**config.mk**
```make
export PLATFORM = sky130hd
export DESIGN_NAME = adc_axis_framer
export DESIGN_NICKNAME = d
export VERILOG_FILES = /design/src/rtl/adc_axis_framer.sv
export SDC_FILE = /design/constraint.sdc
export NUM_CORES = 1
export LEC_CHECK = 0
export BUFFER_PORTS_ARGS = -buffer_cell sky130_fd_sc_hd__buf_2
export CAP_MARGIN = 20
export CORE_MARGIN = 1.5
export CORE_UTILIZATION = 45
export CTS_CLUSTER_DIAMETER = 30
export DETAILED_ROUTE_END_ITERATION = 12
export GPL_TIMING_DRIVEN = 0
export PLACE_DENSITY_LB_ADDON = 0.12
export SYNTH_ARGS = -nofsm -noshare
export SYNTH_HDL_FRONTEND = slang
export SYNTH_SLANG_ARGS = --single-unit
export TNS_END_PERCENT = 5
```
**constraint.sdc**
```tcl
create_clock -name clk_in -period 6.6 [get_ports clk_in]
set_clock_uncertainty 0.05 [all_clocks]
set_input_delay 1.32 -clock clk_in [delete_from_list [all_inputs] [get_ports clk_in]]
set_output_delay 1.32 -clock clk_in [all_outputs]
set_load 0.02 [all_outputs]
```
**src/rtl/adc_axis_framer.sv**
```systemverilog
// Dual-channel ADC sample framer with an AXI4-Stream output.
// Each accepted strobe becomes one 32-bit beat {0, or_1, data_1, 0, or_0, data_0}.
// Beats are grouped into frames of FRAME_LEN with tlast on the final beat.
// A small FIFO decouples the sample strobe from the stream handshake.
// Samples that find the FIFO full are dropped, counted, and flagged on the next beat through tuser.
module adc_axis_framer #(
  parameter int DATA_W     = 14,
  parameter int FRAME_LEN  = 256,
  parameter int FIFO_DEPTH = 16
) (
  input  logic              clk_in,
  input  logic              reset,
  input  logic              enable,
  input  logic              smp_valid,
  input  logic [DATA_W-1:0] smp_data_0,
  input  logic [DATA_W-1:0] smp_data_1,
  input  logic              smp_or_0,
  input  logic              smp_or_1,
  output logic [31:0]       m_axis_tdata,
  output logic              m_axis_tvalid,
  input  logic              m_axis_tready,
  output logic              m_axis_tlast,
  output logic              m_axis_tuser,
  output logic [15:0]       drop_cnt,
  output logic              busy
);

  localparam int CW = (FRAME_LEN > 1) ? $clog2(FRAME_LEN) : 1;
  localparam int AW = $clog2(FIFO_DEPTH);
  localparam int PW = AW + 1;
  localparam logic [CW-1:0] LAST_BEAT = CW'(FRAME_LEN - 1);

  typedef enum logic [1:0] {
    ST_IDLE  = 2'd0,
    ST_RUN   = 2'd1,
    ST_FLUSH = 2'd2
  } state_t;

  state_t        r_state;
  state_t        w_stateNext;
  logic [CW-1:0] r_beatCnt;
  logic [CW-1:0] w_cntNext;
  logic [PW-1:0] r_wrPtr;
  logic [PW-1:0] r_rdPtr;
  logic [33:0]   r_mem [FIFO_DEPTH];
  logic [15:0]   r_dropCnt;
  logic          r_pendDrop;

  logic          w_empty;
  logic          w_full;
  logic          w_read;
  logic          w_space;
  logic          w_accept;
  logic          w_write;
  logic          w_drop;
  logic          w_isLast;
  logic [31:0]   w_packed;
  logic [33:0]   w_head;

  // The extra pointer bit separates a full FIFO from an empty one when the index bits match.
  assign w_empty = (r_wrPtr == r_rdPtr);
  assign w_full  = (r_wrPtr[AW] != r_rdPtr[AW]) && (r_wrPtr[AW-1:0] == r_rdPtr[AW-1:0]);
  assign w_read  = m_axis_tvalid && m_axis_tready;

  // A read in the same cycle frees a slot, so a write into a full FIFO still succeeds.
  assign w_space = !w_full || w_read;

  // IDLE only listens when enabled. RUN keeps taking samples while a partial frame is open.
  // FLUSH always takes samples until the frame closes.
  assign w_accept = (r_state == ST_IDLE) ? enable :
                    (r_state == ST_RUN)  ? (enable || (r_beatCnt != '0)) : 1'b1;

  assign w_write  = smp_valid && w_accept && w_space;
  assign w_drop   = smp_valid && w_accept && !w_space;
  assign w_isLast = (r_beatCnt == LAST_BEAT);
  assign w_cntNext = w_write ? (w_isLast ? '0 : r_beatCnt + CW'(1)) : r_beatCnt;

  assign w_packed = {16'({smp_or_1, smp_data_1}), 16'({smp_or_0, smp_data_0})};
  assign w_head   = r_mem[r_rdPtr[AW-1:0]];

  // An empty FIFO presents all-zero sideband and data, which also covers the reset state.
  assign m_axis_tvalid = !w_empty;
  assign m_axis_tdata  = w_empty ? 32'd0 : w_head[31:0];
  assign m_axis_tlast  = w_empty ? 1'b0  : w_head[32];
  assign m_axis_tuser  = w_empty ? 1'b0  : w_head[33];
  assign drop_cnt      = r_dropCnt;
  assign busy          = (r_state != ST_IDLE) || !w_empty;

  // State register
  always_ff @(posedge clk_in) begin
    if (reset) begin
      r_state <= ST_IDLE;
    end else begin
      r_state <= w_stateNext;
    end
  end

  // Next-state decode. A frame that is still open when enable falls is finished in FLUSH.
  always_comb begin
    w_stateNext = r_state;
    case (r_state)
      ST_IDLE: begin
        if (enable && smp_valid) begin
          w_stateNext = ST_RUN;
        end
      end
      ST_RUN: begin
        if (!enable) begin
          w_stateNext = (w_cntNext != '0) ? ST_FLUSH : ST_IDLE;
        end
      end
      ST_FLUSH: begin
        if (w_write && w_isLast) begin
          w_stateNext = ST_IDLE;
        end
      end
      default: w_stateNext = ST_IDLE;
    endcase
  end

  // Beat position within the current frame. It advances only on accepted writes.
  always_ff @(posedge clk_in) begin
    if (reset) begin
      r_beatCnt <= '0;
    end else begin
      r_beatCnt <= w_cntNext;
    end
  end

  // FIFO pointers. Both pointers wrap naturally modulo twice the depth.
  always_ff @(posedge clk_in) begin
    if (reset) begin
      r_wrPtr <= '0;
      r_rdPtr <= '0;
    end else begin
      if (w_write) begin
        r_wrPtr <= r_wrPtr + PW'(1);
      end
      if (w_read) begin
        r_rdPtr <= r_rdPtr + PW'(1);
      end
    end
  end

  // FIFO storage. The contents do not need clearing, because the pointers decide what is visible.
  always_ff @(posedge clk_in) begin
    if (w_write) begin
      r_mem[r_wrPtr[AW-1:0]] <= {r_pendDrop, w_isLast, w_packed};
    end
  end

  // Drop accounting: a saturating counter, plus a flag that marks the next written beat.
  always_ff @(posedge clk_in) begin
    if (reset) begin
      r_dropCnt  <= '0;
      r_pendDrop <= 1'b0;
    end else begin
      if (w_drop && (r_dropCnt != 16'hFFFF)) begin
        r_dropCnt <= r_dropCnt + 16'd1;
      end
      if (w_drop) begin
        r_pendDrop <= 1'b1;
      end else if (w_write) begin
        r_pendDrop <= 1'b0;
      end
    end
  end

endmodule

```
# [Yosys cells after proc, flatten, opt, wreduce, memory -nomap -nowiden]
# Memory sizes are Yosys's and may differ from the RTL's. A register that Yosys moved wholly into a read port is not among the register bits.
# Cells that the tools add are included.
[word_totals] ram_bits=512 output_inout_bits=52 register_bits=37 mem_count=1
[memory_table] name="r_mem" words=16 width=32 rd=1 rd_clocked_by_memory_dff=1 wr=1 line_no="45" rtl="logic [33:0] r_mem [FIFO_DEPTH];"
[op_classes] reduce_logical=20 mux=18 add_sub_neg=4 n_eq_ne=10
[op_table] operator="$mux W32" n=1
[op_table] operator="$add A16 B1 Y16 const B" n=1
[op_table] operator="$mux W8" n=2
[op_table] operator="$ne A16 B16 Y1 const B" n=1
[op_table] operator="$reduce_bool A8 Y1" n=2
[op_table] operator="$add A5 B1 Y5 const B" n=2
[op_table] operator="$add A8 B1 Y8 const B" n=1
[op_table] operator="$eq A8 B8 Y1 const B" n=1
[op_table] operator="$logic_and A1 B1 Y1" n=8
[op_table] operator="$mux W1" n=8
[op_table] operator="$mux W2" n=4
[op_table] operator="$mux W4" n=2
[op_table] operator="$pmux W2 S3" n=1
[op_table] operator="$eq A5 B5 Y1" n=1
[op_table] operator="$eq A4 B4 Y1" n=1
[op_table] operator="$ne A2 B2 Y1 const B" n=2
[op_table] operator="$reduce_bool A2 Y1" n=2
[op_table] operator="$logic_not A1 Y1" n=3
[op_table] operator="$logic_or A1 B1 Y1" n=3
[op_table] operator="$reduce_and A3 Y1" n=1
[op_table] operator="$eq A2 B1 Y1 const B" n=1
[op_table] operator="$eq A2 B2 Y1 const B" n=1
[op_table] operator="$logic_not A2 Y1" n=1
[op_table] operator="$ne A2 B1 Y1 const B" n=1
[op_table] operator="$ne A1 B1 Y1" n=1

# [Longest topological paths before layout]
# Gate-level depths: netlist of the first run.
[logic_depth] ltp_word=11 ltp_mapped=10

# [Least setup slack after synthesis of the first run]
# Ideal clock, no wire load.
[synth_path] path_kind="input port to flip-flop" start="input port m_axis_tready" end="memory r_mem[0][0] (netlist bit), enable pin" arrival_time_ns=4.613 stages=6 setup_time_ns=0.461 path_buffers=2 path_slack_ns=1.476 required_ns=6.089 cell_sequence="nor2_1 > a221oi_2 > buf_2 > buf_2 > nand2_1 > nor3_1"
[synth_between] elab_chain_len=5
[synth_rtl] element="start, declared" line_no="21" rtl="input logic m_axis_tready,"
[synth_rtl] element="$logic_and A1 B1 Y1" line_no="63" rtl="assign w_read = m_axis_tvalid && m_axis_tready;"
[synth_rtl] element="$logic_or A1 B1 Y1" line_no="66" rtl="assign w_space = !w_full || w_read;"
[synth_rtl] element="$logic_and A1 B1 Y1" line_no="73" rtl="assign w_write = smp_valid && w_accept && w_space;"
[synth_rtl] element="$mux W1" line_no="147" rtl="if (w_write) begin"
[synth_rtl] element="$mux W1 (not written as such)" line_no="148" rtl="r_mem[r_wrPtr[AW-1:0]] <= {r_pendDrop, w_isLast, w_packed};"
[synth_rtl] element="end, declared" line_no="45"
# Every way passes these cells.

==> summary.md, run 1 <==
| Metric | Value |
|---|---|
| Sw frac | `21.7%` |
| Global-route wire length before repair | `73.5 mm` |
| Max Slew Vio Count | `0` |
| Pin slew with the least headroom to its limit | `1000 ps` |
| Rel. slew slack | `32.7%` |
| Seq/Total Area, Yosys | `75.0%` |
| Vias in the first global route | `11438` |
| N_diodes | `0` |
| Most frequent cells in the layout | `edfxtp_1 (512), mux4_2 (160), clkbuf_16 (117)` |
| Hold Fails Final Rpt | `0` |
| NetSw | `2.26 mW` |
| Row count | `80` |
| TritonCTS buffer count | `114` |
| Setup TNS | `0 ps` |
| Type of the worst min-delay path | `flop to flop` |
| Post-Syn Area per Cell | `21.4 um2` |
| Crit path max-delay family | `buffers and inverters` |
| Hold Crit Endpoint | `r_state[0]` |
| TritonCTS clock tree | `built` |
| RSZ-0062 raised after global routing | `no` |
| Initial antenna violation count | `1` |
| VDD IR max | `217 uV` |
| Leak pwr | `9.05 nW` |
| Core Region | `47500 um2` |
| Final nets | `1288` |
| Cell count after synthesis | `1011` |
| Clk_lat worst skew | `630 ps` |
| Post-DP HPWL | `30.3 mm` |
| Filler cells | `3483` |
| H-tree levels | `3` |
| Initial Utilization | `45.4%` |
| Multi-input gate area | `5230 um2` |
| Area grow syn2layout | `26.9%` |
| Int Power | `8.17 mW` |
| Clock Tree Root | `clkbuf_16` |
| Final setup violation count | `0` |
| Sink Count | `553` |
| Fraction of layout cells with a size suffix above 1 | `37.9%` |
| Global route overflow | `0` |
| Primary FF master, synth | `edfxtp_1` |
| Status | `finished, final reports clean` |
| Max stage delay on crit path | `810 ps` |
| Post-synthesis cell area | `21600 um2` |
| Input/output buffers | `84` |
| Vias | `10919` |
| Data required, critical path | `5230 ps` |
| Routability cong. | `0.781` |
| CP max-delay cell | `clkbuf_1` |
| Gate power share | `7.7%` |
| #FFs+latches synth | `553` |
| Via density | `5.58` |
| Worst R2R Setup Slack | `2640 ps` |
| Post-cts hold buffer count | `0` |
| Reg2reg path depth | `11` |
| Asr flop ratio synth | `0%` |
| Starting DRC count in detailed routing | `1011` |
| Chip width | `222 um` |
| Yosys warning count | `0` |
| Post-synth EDFFs | `512` |
| Final period demand of the worst path | `5010 ps` |
| Commonest non-fill, non-tap cell in the layout | `edfxtp_1` |
| Worst hold stages | `1` |
| Origin of the critical flop-to-flop path | `r_beatCnt[0]` |
| Die span in y | `222 um` |
| Distinct cell type count after synthesis | `47` |
| I/O pin cnt | `87` |
| Seq pwr share | `37.1%` |
| Clock buffer depth | `3` |
| Die area | `49300 um2` |
| Crit path DAT | `3640 ps` |
| Cells along the critical path | `clkbuf_1, clkbuf_1, mux4_2, mux4_2, and2_1, buf_2` |
| Cells resized by post-CTS repair | `0` |
| Crit path buf inv count | `3` |
| Setup bufs post-CTS | `0` |
| Worst-path fanout max | `10` |
| Worst min-delay path startpoint | `r_state[1]` |
| Pwr/cell area | `381 nW/um2` |
| Routed Antenna Nets | `0` |
| Largest net degree at the start of global routing | `21` |
| Crit Path Category | `flop to primary output` |
| GRT Util Overall | `20.6%` |
| Fmax | `0.200 GHz` |
| Final Cycle Share | `75.9%` |
| 1st-pass router iterations | `5` |
| Clk slew on worst S/H paths | `50 ps` |
| Total Routed Length | `49.6 mm` |
| Post-route DRC violation count | `0` |
| Crit end category | `primary output` |
| Register Area | `16200 um2` |
| R2r endpoint | `r_mem[1][18]` |
| Final total power | `10.4 mW` |
| Max_cap viols | `0` |
| DR WL/cell | `25.3 um` |
| Clk pwr share | `55.2%` |
| Crit path launch type | `flop` |
## registers in the layout (all words and copies together), names as in the netlist, named ones only
| signal | flops |
|---|---|
| drop_cnt | 16 |
| r_mem | 512 |
| r_state | 2 |
| r_rdPtr | 5 |
| r_beatCnt | 8 |
| r_wrPtr | 5 |
| r_pendDrop | 1 |
## layer usage
layer,up-vias,share of wire [%],track usage [%]
met5,-,0,0
met4,0,1.5,5.41
met3,63,5.9,5.09
met2,345,50,33.5
met1,5819,43,28.1
li1,4692,-,-
## through the flow
stage / util [%] / setup WS [ps] / instances / hold slack, ps / instance area (um2)
3_3_place_gp: 47.9 / -2510 / 1711 / 452 / 22800
5_1_grt: 57.6 / 1480 / 1957 / 513 / 27400
3_5_place_dp: 49.3 / 1980 / 1743 / 457 / 23400
6_report: 57.6 / 1590 / 1957 / 457 / 27400
4_1_cts: 57.6 / 1550 / 1956 / 460 / 27400
2_1_floorplan: - / 1480 / 1012 / 417 / 21600
## power groups by stage
stage               logic [mW]  clock network [mW]  registers, mW
floorplan                0.537                   0           3.93
global placement         0.804                   0           3.94
detailed placement       0.823                   0           3.93
CTS                      0.825                5.83           3.87
global route             0.866                6.01           3.87
finish                   0.804                5.76           3.87
## logic make-up after synthesis
logic type	Yosys count	synth area share (%)
flip-flops	553	75.0
AND/OR/NAND/NOR	165	4.05
multiplexers	162	16.8
buffers and inverters	64	1.34
XOR/XNOR	30	1.22
AO/OA/AOI/OAI	28	1.17
adder cells (fa/ha/maj)	8	0.463
other	1	0.0174
## how the worst max path moves through the flow
stage	from	to	slack, ps	cells after the start
after floorplan	m_axis_tready	r_mem[0][0]	1480	6
after global placement	m_axis_tready	r_mem[0][18]	-2510	7
after detailed placement	m_axis_tready	r_mem[1][5]	1980	9
after CTS	flop	m_axis_tdata[22]	1550	6
after global routing	flop	m_axis_tdata[22]	1480	6
final	flop	m_axis_tdata[22]	1590	6
## worst reg2reg max path: cells and delay by family (launching register included)
| family | cells | cell delay (ps) |
|---|---|---|
| simple gates | 2 | 960 |
| fa+ha+maj | 1 | 200 |
| buf+inv | 6 | 1250 |
| compound gates | 2 | 730 |
| flops | 1 | 480 |
## Yosys cell counts (2+ instances only)
library cell	number	area [um2]
edfxtp_1	512	15400
mux4_2	160	3600
nor2_1	49	184
dfxtp_1	41	821
and2_1	34	213
clkbuf_1	31	116
nand2_1	26	97.6
xnor2_1	18	158
buf_2	16	80.1
xor2_1	12	105
inv_1	10	37.5
nor4_1	10	62.6
a21oi_1	8	40.0
ha_1	8	100
nand3_1	8	40.0
nand2b_1	7	43.8
nor3_1	6	30.0
and3_1	5	31.3
nand4_1	5	31.3
a31o_2	4	35.0
and4_1	4	35.0
buf_6	3	33.8
a21o_1	2	15.0
a221oi_2	2	30.0
a31oi_1	2	12.5
a41o_1	2	20.0
buf_1	2	7.51
buf_4	2	15.0
mux2i_1	2	20.0
nor4b_1	2	17.5
o21ai_0	2	10.0
## layout make-up
type / count / share of cell area (%)
plain buffers: 54 / 0.922
clock buffers: 133 / 11.0
flip-flops and latches: 553 / 59.1
multi-input cells: 395 / 19.1
well taps: 615 / 2.81
inverters: 10 / 0.137
repair buffers: 117 / 3.52
clock inverters: 80 / 3.45
(Power assumes the default switching activity.)
==> run 2: changes to the inputs <==
Clock period 6.6 ns to 4.15 ns, I/O delays scaled along.
==> run 2 against run 1 <==
Non-clock buffer count is the same. Die area is the same. Sequential power grew 59%. Utilization grew 0.38 points. Cell count is the same. Critical path depth is the same. Routed wire length is essentially flat. Design area grew 0.65%. Critical path type unchanged. Critical endpoint is now m_axis_tdata[8].
==> summary.md, run 2 (synthesized netlist as in run 1, its figures left out) <==
| Metric | Value |
|---|---|
| Leak pwr | `9.16 nW (was 9.05 nW)` |
| Crit end category | `primary output (unchanged)` |
| Final Cycle Share | `97.7%` |
| Crit Path Category | `flop to primary output (unchanged)` |
| Clk_lat worst skew | `650 ps (was 630 ps)` |
| Data required, critical path | `3270 ps (was 5230 ps)` |
| Post-route DRC violation count | `0 (unchanged)` |
| Worst-path fanout max | `10 (unchanged)` |
| Chip width | `222 um (unchanged)` |
| Sink Count | `553 (unchanged)` |
| Crit path launch type | `flop (unchanged)` |
| Routed Antenna Nets | `0 (unchanged)` |
| Number of flip-flops in the largest register | `512 (unchanged)` |
| Global-route wire length before repair | `73.2 mm (was 73.5 mm)` |
| Fraction of layout cells with a size suffix above 1 | `39.7% (was 37.9%)` |
| GRT Util Overall | `20.7% (was 20.6%)` |
| Pin slew with the least headroom to its limit | `1000 ps (about the same)` |
| Int Power | `13.0 mW (was 8.17 mW)` |
| Setup bufs post-CTS | `0 (unchanged)` |
| I/O pin cnt | `87 (unchanged)` |
| Die area | `49300 um2 (unchanged)` |
| Via density | `5.53 (was 5.58)` |
| Clk slew on worst S/H paths | `50 ps (about the same)` |
| N_diodes | `0 (unchanged)` |
| DR WL/cell | `25.3 um (about the same)` |
| Input/output buffers | `84 (unchanged)` |
| Fmax | `0.247 GHz` |
| Routability cong. | `0.778 (was 0.781)` |
| Gate power share | `7.7% (about the same)` |
| 1st-pass router iterations | `4 (was 5)` |
| Max_cap viols | `0 (unchanged)` |
| Vias | `10829 (was 10919)` |
| Vias in the first global route | `11187 (was 11438)` |
| Largest net degree at the start of global routing | `21 (unchanged)` |
| VDD IR max | `405 uV (was 217 uV)` |
| Seq pwr share | `36.8% (was 37.1%)` |
| Total Routed Length | `49.6 mm (about the same)` |
| TritonCTS buffer count | `112 (was 114)` |
| Initial Utilization | `45.4% (unchanged)` |
| Commonest non-fill, non-tap cell in the layout | `edfxtp_1 (unchanged)` |
| H-tree levels | `3 (unchanged)` |
| Final nets | `1286 (was 1288)` |
| Clock Tree Root | `clkbuf_16 (unchanged)` |
| Final hold slack | `443 ps (was 457 ps)` |
| Pwr/cell area | `606 nW/um2 (was 381 nW/um2)` |
| Clk pwr share | `55.5% (was 55.2%)` |
| Core Region | `47500 um2 (unchanged)` |
| Clock buffer depth | `3 (unchanged)` |
| Type of the worst min-delay path | `primary input to flop (was flop to flop)` |
| NetSw | `3.74 mW (was 2.26 mW)` |
| Final period demand of the worst path | `4050 ps` |
| RSZ-0062 raised after global routing | `yes (was no)` |
| Row count | `80 (unchanged)` |
| TritonCTS clock tree | `built (unchanged)` |
| Rel. slew slack | `33.2% (was 32.7%)` |
| Crit path DAT | `3170 ps (was 3640 ps)` |
| Design area | `27600 um2 (was 27400 um2)` |
| Starting DRC count in detailed routing | `1030 (was 1011)` |
| Post-cts hold buffer count | `0 (unchanged)` |
| Max Slew Vio Count | `0 (unchanged)` |
| DP Area | `23500 um2 (was 23400 um2)` |
| Area grow syn2layout | `27.7% (was 26.9%)` |
| Sw frac | `22.3% (was 21.7%)` |
| Hold Fails Final Rpt | `0 (unchanged)` |
| Status | `finished, final reports clean (unchanged)` |
| Die span in y | `222 um (unchanged)` |
| Post-DP HPWL | `30.7 mm (was 30.3 mm)` |
| Global route overflow | `0 (unchanged)` |
| Initial antenna violation count | `1 (unchanged)` |
| Final setup violation count | `0 (unchanged)` |
| Most frequent cells in the layout | `edfxtp_1 (512), mux4_2 (160), clkbuf_16 (119) (was edfxtp_1 (512), mux4_2 (160), clkbuf_16 (117))` |
| Final total power | `16.7 mW (was 10.4 mW)` |
## run 2: power groups by stage
stage | registers [mW] | clock network, mW | logic [mW]
after global placement | 6.26 | 0 | 1.27
final | 6.16 | 9.28 | 1.29
after CTS | 6.15 | 9.40 | 1.32
after floorplan | 6.26 | 0 | 0.855
after global routing | 6.15 | 9.67 | 1.39
after detailed placement | 6.26 | 0 | 1.31
## run 2: metrics by stage
step	instances	TNS (ps)	utilization, %	worst slack [ps]
floorplan	1012	-41250	-	-493
global placement	1711	-1161450	48.0	-4310
detailed placement	1744	0	49.4	5.50
CTS	1957	0	58.0	6.28
global route	1957	-212	58.0	-47.7
finish	1957	0	58.0	96.2
## run 2: final timing paths
path	from	to	slack [ps]	cells past startpoint
max	flop	m_axis_tdata[8]	100	6
min	enable	r_state[0]	440	2
max reg2reg	r_beatCnt[0]	r_mem[13][30]	400	10
min reg2reg	r_state[1]	r_state[0]	470	1
## run 2: area by class of cell
type / count / area [um2]
buffer: 54 / 293
clock buffer: 130 / 3040
clock inverter: 83 / 990
fill: 3463 / 20000
inverter: 10 / 37.5
multi-input combinational: 395 / 5250
sequential: 553 / 16200
tap: 615 / 769
timing repair buffer: 117 / 1010
## run 2: per-layer routing
layer | share of wire [%] | global-route usage [%]
met1 | 46 | 30.2
met4 | 1.5 | 5.79
met2 | 47 | 31.7
met3 | 5.4 | 4.57
met5 | 0 | 0
## run 2: what timing repair did
action	4_1_cts	5_1_grt
resized for setup	21	5
setup endpoints to repair	32	83
pin swaps	0	1
## run 2: worst max-delay path: stages, from the launching register on
cell	delay [ps]
dfxtp_1	330
clkbuf_2	300
buf_2	490
mux4_2	570
mux4_2	450
and2_1	200
buf_2	170
==> run 3: changes to the inputs <==
Settings changed: CORE_MARGIN 1.5 to not set.
==> run 3 against run 2 <==
Via count decreased by 0.76%. Sequential power about the same. Maximum frequency increased by 0.21%. Largest cell class unchanged.
==> summary.md, run 3 (synthesized netlist as in run 1, its figures left out) <==
| Metric | Value |
|---|---|
| Fin cells | `1939 (was 1957)` |
| Initial antenna violation count | `0 (was 1)` |
| I/O pin cnt | `87 (unchanged)` |
| TritonCTS buffer count | `111 (was 112)` |
| Final period demand of the worst path | `4050 ps (about the same)` |
| 1st-pass router iterations | `5 (was 4)` |
| GRT Util Overall | `20.6% (was 20.7%)` |
| Post-layout util | `58.3% (was 58.0%)` |
| Inst Count DP | `1734 (was 1744)` |
| RSZ-0062 raised after global routing | `yes (unchanged)` |
| Multi-input gate area | `5250 um2 (unchanged)` |
| Final nets | `1284 (was 1286)` |
| Post-DP HPWL | `30.2 mm (was 30.7 mm)` |
| Crit Path Category | `flop to primary output (unchanged)` |
| Sink Count | `553 (unchanged)` |
| Status | `finished, final reports clean (unchanged)` |
| Max_cap viols | `0 (unchanged)` |
| Most frequent cells in the layout | `edfxtp_1 (512), mux4_2 (160), clkbuf_16 (111) (was edfxtp_1 (512), mux4_2 (160), clkbuf_16 (119))` |
| Die area | `48900 um2 (was 49300 um2)` |
| Clock Tree Root | `clkbuf_16 (unchanged)` |
| Worst hold stages | `2 (unchanged)` |
| TritonCTS clock tree | `built (unchanged)` |
| Input/output buffers | `84 (unchanged)` |
| Reg2reg path depth | `10 (unchanged)` |
| Register Area | `16200 um2 (unchanged)` |
| Initial Utilization | `46.0% (was 45.4%)` |
| Hold Crit Endpoint | `r_state[0] (unchanged)` |
| Leak pwr | `9.06 nW (was 9.16 nW)` |
| Starting DRC count in detailed routing | `834 (was 1030)` |
| H-tree levels | `3 (unchanged)` |
| Hold Fails Final Rpt | `0 (unchanged)` |
| Int Power | `12.7 mW (was 13.0 mW)` |
| Final setup violation count | `0 (unchanged)` |
| Worst min-delay path startpoint | `enable (unchanged)` |
| Clk slew on worst S/H paths | `50 ps (about the same)` |
| VDD IR max | `323 uV (was 405 uV)` |
| Sw frac | `22.4% (was 22.3%)` |
| Filler cells | `3452 (was 3463)` |
| Type of the worst min-delay path | `primary input to flop (unchanged)` |
| Global-route wire length before repair | `73.2 mm (unchanged)` |
| DP Area | `23400 um2 (was 23500 um2)` |
| Origin of the critical flop-to-flop path | `r_beatCnt[0] (unchanged)` |
| Fraction of layout cells with a size suffix above 1 | `39.0% (was 39.7%)` |
| Core Region | `47000 um2 (was 47500 um2)` |
| Largest net degree at the start of global routing | `23 (was 21)` |
| Routability cong. | `0.786 (was 0.778)` |
| Commonest non-fill, non-tap cell in the layout | `edfxtp_1 (unchanged)` |
| Gate power share | `7.9% (was 7.7%)` |
| NetSw | `3.67 mW (was 3.74 mW)` |
| Data required, critical path | `3270 ps (about the same)` |
| Vias in the first global route | `11349 (was 11187)` |
| Worst R2R Setup Slack | `400 ps (about the same)` |
| Vias | `10747 (was 10829)` |
| Row count | `79 (was 80)` |
| Number of flip-flops in the largest register | `512 (unchanged)` |
| Total Routed Length | `48.9 mm (was 49.6 mm)` |
| Post-route DRC violation count | `0 (unchanged)` |
| Chip width | `221 um (was 222 um)` |
| Rel. slew slack | `37.0% (was 33.2%)` |
| Clk pwr share | `54.6% (was 55.5%)` |
| R2r endpoint | `r_mem[4][7] (was r_mem[13][30])` |
| Crit path launch type | `flop (unchanged)` |
| Clk_lat worst skew | `630 ps (was 650 ps)` |
| Global route overflow | `0 (unchanged)` |
| Crit path DAT | `3170 ps (about the same)` |
| Pin slew with the least headroom to its limit | `944 ps (was 1000 ps)` |
| Worst-path fanout max | `10 (unchanged)` |
| Final Cycle Share | `97.5% (was 97.7%)` |
| Seq pwr share | `37.5% (was 36.8%)` |
| Max Slew Vio Count | `0 (unchanged)` |
| DR WL/cell | `25.2 um (was 25.3 um)` |
| Routed Antenna Nets | `0 (unchanged)` |
| Pwr/cell area | `600 nW/um2 (was 606 nW/um2)` |
| Final hold slack | `449 ps (was 443 ps)` |
| Area grow syn2layout | `26.6% (was 27.7%)` |
| Die span in y | `221 um (was 222 um)` |
| Crit end category | `primary output (unchanged)` |
| Fmax | `0.247 GHz (about the same)` |
| N_diodes | `0 (unchanged)` |
| Clock buffer depth | `3 (unchanged)` |
| Via density | `5.54 (was 5.53)` |
| Design area | `27400 um2 (was 27600 um2)` |
==> run 3: how the worst max path moves through the flow <==
stage	startpoint	end	slack (ps)	cells after the start
detailed placement	m_axis_tready	r_mem[1][5]	-50	10
CTS	flop	m_axis_tlast	0.2	6
finish	flop	m_axis_tdata[22]	100	6
floorplan	r_beatCnt[0]	r_mem[1][0]	-490	9
global route	flop	m_axis_tdata[2]	-40	6
global placement	m_axis_tready	r_mem[1][5]	-3910	7
==> run 3: power groups by stage <==
| stage | logic (mW) | registers [mW] | clock network, mW |
|---|---|---|---|
| finish | 1.30 | 6.16 | 8.96 |
| global route | 1.40 | 6.15 | 9.36 |
| CTS | 1.32 | 6.16 | 9.07 |
| detailed placement | 1.31 | 6.26 | 0 |
| global placement | 1.27 | 6.26 | 0 |
| floorplan | 0.855 | 6.26 | 0 |
==> run 3: worst max-delay path: stages, from the launching register on <==
cell and delay, ps:
dfxtp_1 340, buf_2 390, buf_4 380, mux4_2 560, mux4_2 470, and2_1 200, buf_2 170
==> run 3: layout make-up <==
class                   instances  share of cell area [%]
multi-input cells             395                    19.2
flip-flops and latches        553                    59.2
inverters                      10                   0.137
clock buffers                 133                    10.7
well taps                     607                    2.78
repair buffers                116                    3.58
plain buffers                  54                    1.07
clock inverters                71                    3.38
==> run 3: timing repair <==
item | 4_1_cts | 5_1_grt
resized for setup | 23 | 3
hold buffers | 0 | 0
endpoints found under the setup margin | 37 | 54
buffers inserted | 0 | 1
pin swaps | 0 | 2
==> run 3: routing by layer <==
metal / vias up / global-route usage [%] / part of all wire (%)
li1: 4689 / - / -
met1: 5678 / 27.1 / 43
met2: 299 / 34.5 / 51
met3: 81 / 3.77 / 4.5
met4: 0 / 7.17 / 2.0
met5: - / 0 / 0
==> run 3: through the flow <==
stage | setup slack, ps | total power, mW | setup TNS, ps
global placement | -3910 | 7.53 | -1097280
CTS | 0.206 | 16.6 | 0
finish | 105 | 16.4 | 0
global route | -40.5 | 16.9 | -151
floorplan | -493 | 7.11 | -41250
detailed placement | -49.6 | 7.57 | -568
